**src/rtl/hazard_ctrl_pkg.sv**
```systemverilog
// hazard_ctrl_pkg: shared opcode encodings, forwarding selects and hazard FSM states.
package hazard_ctrl_pkg;
  localparam logic [3:0] OP_ADD = 4'd0;
  localparam logic [3:0] OP_SUB = 4'd1;
  localparam logic [3:0] OP_AND = 4'd2;
  localparam logic [3:0] OP_XOR = 4'd3;
  localparam logic [3:0] OP_COM = 4'd4;
  localparam logic [3:0] OP_MUL = 4'd5;
  localparam logic [3:0] OP_SLL = 4'd6;
  localparam logic [3:0] OP_SRL = 4'd7;
  localparam logic [3:0] OP_LW  = 4'd8;
  localparam logic [3:0] OP_SW  = 4'd9;
  localparam logic [3:0] OP_BEQ = 4'd10;

  localparam logic [1:0] FWD_RF  = 2'b00;
  localparam logic [1:0] FWD_EXM = 2'b01;
  localparam logic [1:0] FWD_MWB = 2'b10;

  typedef enum logic {ST_RUN, ST_MUL_BUSY} state_t;
endpackage

```
**src/rtl/hazard_ctrl_fwd_unit.sv**
```systemverilog
// fwd_unit: EX-stage operand forwarding selects; EX/MEM wins over MEM/WB, R0 never forwards.
module fwd_unit
  import hazard_ctrl_pkg::*;
#(
  parameter int REG_AW = 4
) (
  input  logic [REG_AW-1:0] ex_rs_i,
  input  logic [REG_AW-1:0] ex_rt_i,
  input  logic [REG_AW-1:0] mem_rd_i,
  input  logic              mem_reg_wen_i,
  input  logic [REG_AW-1:0] wb_rd_i,
  input  logic              wb_reg_wen_i,
  output logic [1:0]        fwd_a_o,
  output logic [1:0]        fwd_b_o
);
  logic mem_ok, wb_ok;
  assign mem_ok = mem_reg_wen_i && mem_rd_i != '0;
  assign wb_ok  = wb_reg_wen_i && wb_rd_i != '0;
  always_comb begin
    fwd_a_o = (mem_ok && mem_rd_i == ex_rs_i) ? FWD_EXM : (wb_ok && wb_rd_i == ex_rs_i) ? FWD_MWB : FWD_RF;
    fwd_b_o = (mem_ok && mem_rd_i == ex_rt_i) ? FWD_EXM : (wb_ok && wb_rd_i == ex_rt_i) ? FWD_MWB : FWD_RF;
  end
endmodule

```
**src/rtl/hazard_ctrl.sv**
```systemverilog
// hazard_ctrl: pipeline stall/flush sequencing (MUL occupancy, load-use, taken branch),
// forwarding selects and saturating stall/flush counters.
module hazard_ctrl
  import hazard_ctrl_pkg::*;
#(
  parameter int REG_AW     = 4,
  parameter int MUL_CYCLES = 3,
  parameter int CNT_W      = 16
) (
  input  logic              clk,
  input  logic              rst_n,
  input  logic [REG_AW-1:0] id_rs,
  input  logic [REG_AW-1:0] id_rt,
  input  logic              id_uses_rt,
  input  logic [3:0]        ex_op,
  input  logic [REG_AW-1:0] ex_rs,
  input  logic [REG_AW-1:0] ex_rt,
  input  logic [REG_AW-1:0] ex_rd,
  input  logic              ex_reg_wen,
  input  logic              ex_mem_ren,
  input  logic [REG_AW-1:0] mem_rd,
  input  logic              mem_reg_wen,
  input  logic [REG_AW-1:0] wb_rd,
  input  logic              wb_reg_wen,
  input  logic              ex_branch_taken,
  input  logic              cnt_clr,
  output logic              pc_wen,
  output logic              pc_src,
  output logic              if_id_wen,
  output logic              if_id_flush,
  output logic              id_ex_wen,
  output logic              id_ex_flush,
  output logic              ex_mem_flush,
  output logic              mul_busy,
  output logic [1:0]        fwd_a,
  output logic [1:0]        fwd_b,
  output logic [CNT_W-1:0]  stall_cnt,
  output logic [CNT_W-1:0]  flush_cnt
);
  localparam logic [3:0] MCNT_INIT = (MUL_CYCLES >= 2) ? 4'(MUL_CYCLES - 2) : 4'd0;

  state_t state_q, state_d;
  logic [3:0] mcnt_q, mcnt_d;
  logic [CNT_W-1:0] stall_cnt_q, stall_cnt_d, flush_cnt_q, flush_cnt_d;
  logic mul_stall, lu_stall, stall;
  logic unused;

  assign unused = ex_reg_wen;

  always_comb begin
    state_d   = state_q;
    mcnt_d    = mcnt_q;
    mul_stall = 1'b0;
    if (state_q == ST_RUN) begin
      if (ex_op == OP_MUL && MUL_CYCLES >= 2) begin
        mul_stall = 1'b1;
        mcnt_d    = MCNT_INIT;
        state_d   = ST_MUL_BUSY;
      end
    end else if (mcnt_q != '0) begin
      mul_stall = 1'b1;
      mcnt_d    = mcnt_q - 4'd1;
    end else begin
      state_d = ST_RUN;
    end
  end

  // Gating with rst_n drops a MUL stall the moment reset is asserted, even if EX holds a MUL.
  assign lu_stall = state_q == ST_RUN && ex_mem_ren && ex_rd != '0 &&
                    (ex_rd == id_rs || (id_uses_rt && ex_rd == id_rt));
  assign stall = !ex_branch_taken && ((mul_stall && rst_n) || lu_stall);

  always_comb begin
    pc_wen       = 1'b1;
    pc_src       = 1'b0;
    if_id_wen    = 1'b1;
    if_id_flush  = 1'b0;
    id_ex_wen    = 1'b1;
    id_ex_flush  = 1'b0;
    ex_mem_flush = 1'b0;
    mul_busy     = 1'b0;
    if (ex_branch_taken) begin
      pc_src      = 1'b1;
      if_id_flush = 1'b1;
      id_ex_flush = 1'b1;
    end else if (mul_stall && rst_n) begin
      pc_wen       = 1'b0;
      if_id_wen    = 1'b0;
      id_ex_wen    = 1'b0;
      ex_mem_flush = 1'b1;
      mul_busy     = 1'b1;
    end else if (lu_stall) begin
      pc_wen      = 1'b0;
      if_id_wen   = 1'b0;
      id_ex_flush = 1'b1;
    end
  end

  always_comb begin
    stall_cnt_d = cnt_clr ? '0 : (stall && stall_cnt_q != '1) ? stall_cnt_q + 1'b1 : stall_cnt_q;
    flush_cnt_d = cnt_clr ? '0 : (ex_branch_taken && flush_cnt_q != '1) ? flush_cnt_q + 1'b1 : flush_cnt_q;
  end

  always_ff @(posedge clk or negedge rst_n) begin
    if (!rst_n) begin
      state_q     <= ST_RUN;
      mcnt_q      <= '0;
      stall_cnt_q <= '0;
      flush_cnt_q <= '0;
    end else begin
      state_q     <= state_d;
      mcnt_q      <= mcnt_d;
      stall_cnt_q <= stall_cnt_d;
      flush_cnt_q <= flush_cnt_d;
    end
  end

  assign stall_cnt = stall_cnt_q;
  assign flush_cnt = flush_cnt_q;

  fwd_unit #(.REG_AW(REG_AW)) u_fwd (
    .ex_rs_i      (ex_rs),
    .ex_rt_i      (ex_rt),
    .mem_rd_i     (mem_rd),
    .mem_reg_wen_i(mem_reg_wen),
    .wb_rd_i      (wb_rd),
    .wb_reg_wen_i (wb_reg_wen),
    .fwd_a_o      (fwd_a),
    .fwd_b_o      (fwd_b)
  );
endmodule
```
**config.mk**
```make
export PLATFORM = sky130hd
export DESIGN_NAME = hazard_ctrl
export DESIGN_NICKNAME = d
export VERILOG_FILES = /design/src/rtl/hazard_ctrl_pkg.sv /design/src/rtl/hazard_ctrl_fwd_unit.sv /design/src/rtl/hazard_ctrl.sv
export SDC_FILE = /design/constraint.sdc
export NUM_CORES = 1
export LEC_CHECK = 0
export CORE_ASPECT_RATIO = 0.9
export CORE_MARGIN = 4
export CORE_UTILIZATION = 45
export CTS_CLUSTER_DIAMETER = 30
export DETAILED_ROUTE_END_ITERATION = 8
export PLACE_DENSITY = 0.81
export SLEW_MARGIN = 40
export SYNTH_ARGS = -nofsm -noshare
export SYNTH_HDL_FRONTEND = slang
export SYNTH_SLANG_ARGS = --single-unit
```
**constraint.sdc**
```tcl
create_clock -name clk -period 2.7 [get_ports clk]
set_input_delay 0.54 -clock clk [delete_from_list [all_inputs] [get_ports clk]]
set_output_delay 0.54 -clock clk [all_outputs]
set_load 0.02 [all_outputs]
```
Word level (Yosys, flattened, before mapping) --
Cells that the tools add are included.
Word-level totals: bits of input ports 41, register bits after elaboration 37, output and inout bits 44
Operators by class: eq/ne operators 10, muxes and demuxes 25, bitwise gates (word level) 1, $add $sub $neg 3, reductions and logical operators 25
Operator list (count):
- 2-to-1 mux 16 bit | 4
- adder 16 x 1 -> 16 bit (second input constant) | 2
- != test 16 bit (second input constant) | 2
- equality test 4 bit | 6
- nonzero test 4 bit | 4
- logical AND 1 bit | 14
- 2-to-1 mux 1 bit | 14
- 2-to-1 mux 4 bit | 3
- 2-to-1 mux 2 bit | 4
- nonzero test 2 bit | 3
- equality test 4 x 3 -> 1 bit (second input constant) | 1
- subtractor 4 x 1 -> 4 bit (second input constant) | 1
- logical OR 1 bit | 2
- != test 2 x 1 -> 1 bit (second input constant) | 1
- AND reduction 2 bit | 1
- zero test 1 bit | 1
- NOT 1 bit | 1

Logic depth before layout (Yosys ltp) --
Gate-level depths: netlist (run 1).
depth in word-level cells 9, mapped depth 10, mapped depth without buffers 8

Hierarchy --
A second synthesis (run 1) with hierarchy kept.
Second synthesis, totals: cell total of the unflattened synthesis 262, area, all modules 2396.0 µm²
By module, submodules not included:
- hazard_ctrl | cells each 234, area an instance 2168.3 µm², times used 1, sequential area each 925.9 µm²
- fwd_unit | cells each 28, area an instance 227.7 µm², times used 1, sequential area each 0.0 µm²

Worst setup path before layout (run 1) --
OpenSTA, ideal clock, no wires.
path kind reg-to-output, start point register mcnt_q[0], end point output pc_wen, arrival 1.801 ns, required time 2.160 ns, buffers on the path 3, setup slack 0.359 ns, cell stages (with the launch flop) 10, cells stage by stage dfrtp_1 > inv_1 > ha_1 > inv_1 > o31ai_1 > a211o_1 > buf_6 > and2_4 > buf_6 > buf_4
Between the ends: word-level cells in the longest chain between the ends 6
Ends and longest elaborated chain:
- from (decl) | RTL line hazard_ctrl.sv:43 | logic [3:0] mcnt_q, mcnt_d;
- from (signal assigned) | RTL line hazard_ctrl.sv:112 | mcnt_q <= mcnt_d;
- nonzero test 4 bit | RTL line hazard_ctrl.sv:60 | end else if (mcnt_q != '0) begin
- 2-to-1 mux 1 bit | RTL line hazard_ctrl.sv:60
- 2-to-1 mux 1 bit | RTL line hazard_ctrl.sv:54 | if (state_q == ST_RUN) begin
- logical AND 1 bit | RTL line hazard_ctrl.sv:86 | end else if (mul_stall && rst_n) begin
- 2-to-1 mux 1 bit (2 in a row)
- to (decl) | RTL line hazard_ctrl.sv:27 | output logic pc_wen,
No other way between the ends.

Worst setup path after layout (run 1) --
start point input mem_rd[0], end point output fwd_a[1]
Between the ends: word-level cells in the longest chain between the ends 4, elaborated cells on any way between the ends 5, those cells by class eq/ne (1); mux (1); reduce/logical (3)
Ends and longest elaborated chain:
- from (decl) | RTL line hazard_ctrl.sv:21 | input logic [REG_AW-1:0] mem_rd,
- nonzero test 4 bit | RTL line hazard_ctrl_fwd_unit.sv:17 | assign mem_ok = mem_reg_wen_i && mem_rd_i != '0;
- logical AND 1 bit | RTL line hazard_ctrl_fwd_unit.sv:17
- logical AND 1 bit * | RTL line hazard_ctrl_fwd_unit.sv:20 | fwd_a_o = (mem_ok && mem_rd_i == ex_rs_i) ? FWD_EXM : (wb_ok && wb_rd_i == ex_rs_i) ? FWD_MWB : FWD_RF;
- 2-to-1 mux 2 bit * | RTL line hazard_ctrl_fwd_unit.sv:20
- to (decl) | RTL line hazard_ctrl.sv:35 | output logic [1:0] fwd_a,
Mark *: on every way between the ends. The rest lies on a longest branch, timed or not.

==> results.md, run 1 <==
Finish:
- In the layout the commonest cells are clkdlybuf4s50_1, dfrtp_1, buf_4.
- Leaving out fill and tap cells, the most frequent cell in the layout is clkdlybuf4s50_1.
- After the last flow step, the layout net total stands at 410.
- The share of the core filled with cells in the final layout is 0.722.
- Summing all flip-flop and latch instances after layout gives about 930 um2.
- After filler insertion, the fill cell instance count of the layout stands at between 300 and 400.
- The multi-input combinational cells in the finished layout cover a total of around 1400 um2.
- The fraction of final layout cells with drive strength greater than 1 is 0.172.
- The final instance area is around 3600 um2.
- The repair_antennas step left the layout with diodes totalling 0.
- Relative to the synthesized area, the layout overhead comes to 51.9%.

Placed design:
- Once detailed placement completed, the half-perimeter wirelength came to 5000 um.
- During placement, the flow inserted port buffers numbering 83.
- The routability-driven placement congestion ratio is slightly below 0.9.
- After detailed placement, the total cell area comes to 3430 um2.

Clocking:
- Clock-pin slew was measured on the worst setup and hold paths at 80 ps.
- The TritonCTS clock tree is yes.
- In this run the clock root is driven by a clkbuf_8.
- The H-tree depth is 2.
- For this design, the CTS-stage hold fixing added 0 buffers.
- The maximum buffer depth of the clock tree is 2.
- The number of clock buffers added by TritonCTS is 5.
- For this design, the sink count on the clock tree is 37.
- The later pin in the worst-skew pair is clocked with a latency of roughly 290 ps.

Critical path:
- The setup slack of the worst register-to-register path is 370 ps.
- The worst stage delay on the critical path is roughly 440 ps.
- The startpoint type of the worst setup path is a primary input.
- The peak fanout along the critical path is 2.
- Counting buffers and inverters, the worst setup path is 6 cells deep.
- The kind of cell with the highest combined delay along the critical path is buffers and inverters.
- The critical path in this run is classified as in -> out.
- Measured in cells, the most critical reg-to-reg path has a length of 7.
- The source of the worst register-to-register timing path is state_q.
- The critical path required time is between 2000 and 2500 ps.
- The endpoint type of the worst setup path is an output port.
- The critical path goes through clkdlybuf4s50_1 > o41ai_1 > buf_4 > nor2_1 > nor3_1 > dlygate4sd2_1.
- Together, buffers and inverters on the worst path number 3.
- The worst register-to-register path ends at stall_cnt[11].
- The largest individual stage delay along the critical path comes from the cell clkdlybuf4s50_1.
- At the worst endpoint, the arrival time is approximately 2100 ps.

Timing:
- The worst slew slack as a fraction of its limit is 0.516.
- The final setup skew is roughly 5.6 ps.
- The final number of max-transition violations is 0.
- The final-report setup violation count is 0.
- The part of the cycle the worst path needs is 0.981.
- The hold violation count in the final report is 0.
- For the pin with the worst max-slew slack, the measured transition is a little over 700 ps.
- The top achievable clock speed is approximately 380 MHz.
- Setup repair after global routing left no endpoint under its margin.
- The minimum period implied by the final worst setup slack is between 2000 and 3000 ps.
- The summed negative setup slack over all endpoints is 0 ps.

Detailed routing:
- The routed layout has 2395 vias.
- The routed design has a little under 7000 um of wire.
- The number of vias per cell after detailed routing is 5.54.
- The count of nets left with antenna violations after detail routing is 0.
- After the first detailed-routing iteration, the DRC count stood at between 90 and 100.
- The remaining design rule violation count is 0.
- The first detailed-routing pass took 4 iterations.
- The average wire per standard cell is ~16 um.

Floorplanning:
- The floorplan step defined a core boundary enclosing between 4000 and 5000 um2.
- 85 I/O pins were placed.
- From bottom edge to top edge, the die measures 76.6 um.
- The starting density of the core is 0.475.
- The floorplan has 24 rows.
- The floorplan step defined a die boundary enclosing 6460 um2.
- The x dimension of the die is about 84 um.

Power and ir drop:
- The power density over the cells is 434 nW/um2.
- The highest ir drop seen on vdd is about 0.00027 V.
- For this design the static power due to leakage is 1.48 nW.

Synthesis:
- By area, the combinational part of the netlist is dominated by simple AND/OR/NAND/NOR gates.
- The share of the Yosys chip area taken by registers is 0.393.
- The most frequently used flop master after synthesis is dfrtp_1.
- Of the post-synthesis cell area, the dominant cell type holds 0.393.
- The post-synthesis share of cell area spent on and, or, nand and nor gates is 0.249.
- Synthesis produced a netlist with a net count of roughly 300.
- The area of the mapped netlist is ~2400 um2.
- Of the total synthesized cell area, the portion taken by full adders, half adders and majority gates is 0.0159.
- The Yosys step of the flow raised 0 warnings.
- The number of different library cells used by synthesis comes to 48.
- The portion of synthesized area spent on multiplexers is 0.0324.
- The post-synthesis share of cell area spent on xor and xnor gates is 0.145.
- The post-synthesis compound-gate area fraction is 0.113.
- The synthesized area divided by synthesized cell count is approximately 9.2 um2.
- The synthesized netlist cell count is about 260.
- By area the synthesized netlist is led by dfrtp_1, xnor2_1, xor2_1, nor2_1, nand4_1.
- The synthesized design contains 37 register bits.
- In this run, synthesis inferred 0 flip-flops with an integrated enable.
- The share of async-settable or async-resettable flops after synthesis is 1.00.
- dfrtp_1 takes more of the synthesized area than any other cell.

Global route:
- The aggregate global-route resource usage is 0.214.
- Entering global routing, the biggest net connects 38 pins.
- The first-pass GRT wire length is about 11000 um.
- Summed over all layers, the global routing overflow is 0.
- The number of global-route vias before repair was 2343.
- The initial antenna violation count is 0.

Hold path:
- The tightest min-delay check is of the in -> async type.

Run:
- The tool flagged a number of max-cap violations equal to 0.

Run status:
- The run finished with clean final reports.
timing repair:
action / CTS / global route
pin swaps: 4 / 0
endpoints found under the setup margin: 10 / 13
setup buffers: 1 / 0
resized for setup: 24 / 18
sequential cells by signal (all words and copies together), names as in the netlist:
| signal | cells |
|---|---|
| flush_cnt | 16 |
| state_q | 1 |
| mcnt_q | 4 |
| stall_cnt | 16 |
kinds of logic after synthesis:
logic type / after synthesis
fa+ha+maj: 3
simple gates: 106
xor+xnor: 39
compound gates: 39
buf+inv: 24
flops: 37
mux: 7
worst max path at each step:
stage | startpoint | to
3_5_place_dp | ex_rd[1] | if_id_wen
2_1_floorplan | ex_rd[0] | pc_wen
6_report | mem_rd[0] | fwd_a[1]
5_1_grt | ex_rd[0] | stall_cnt[8]
4_1_cts | ex_rd[3] | id_ex_flush
3_3_place_gp | ex_rd[1] | pc_wen
power breakdown:
group	internal (W)	switching, W	leakage, nW
Sequential	0.000593	0.0000444	0.508
Combinational	0.000212	0.000202	0.909
Clock	0.000301	0.000201	0.0585
area by class of cell:
| type | count | area share |
|---|---|---|
| clock buffers | 7 | 0.0241 |
| repair buffers | 117 | 0.292 |
| flip-flops and latches | 37 | 0.259 |
| clock inverters | 1 | 0.00840 |
| multi-input cells | 194 | 0.382 |
| inverters | 11 | 0.0115 |
| well taps | 65 | 0.0227 |
Yosys cell counts (3+ instances only):
cell,instances
or3_1,3
nor4_1,3
nand3_1,10
mux2_1,3
nor3_1,11
xnor2_1,27
nor2b_1,4
o41ai_1,4
nand2b_1,3
xor2_1,12
nand2_1,15
a21o_1,3
clkbuf_1,6
nand4_1,11
and4_1,5
dfrtp_1,37
o21ai_0,4
buf_4,4
a2111oi_0,3
ha_1,3
inv_1,11
and3_1,7
nor2_1,25
a21oi_1,12
worst register-to-register path: stages, from the launching register on:
cell and delay, ps:
dfrtp_1 460, nor4b_4 340, nand2_2 100, a211o_4 360, and2_4 160, buf_4 150
nor4b_2 290, mux2_1 360
through the flow:
stage	cells	setup WS, ps	total power, W	hold WS [ps]
final	432	52.6	0.00155	336
after global placement	423	-416	0.00104	531
after global routing	432	1.31	0.00163	378
after detailed placement	423	-484	0.00106	565
after floorplan	255	359	0.000860	244
after CTS	432	5.81	0.00155	352
layer usage:
layer / track usage / part of all wire
met1: 0.267 / 0.41
met2: 0.369 / 0.49
met3: 0.0465 / 0.072
met4: 0.0643 / 0.020
met5: 0 / 0
No activity file was read; power rests on OpenSTA's default activity.
==> inputs of run 2 (changes only) <==
Settings changed: ABC_CLOCK_PERIOD_IN_PS from default to 2700.
==> results of run 2 <==
No change in the layout: final DEF, timing and power equal those of run 1.
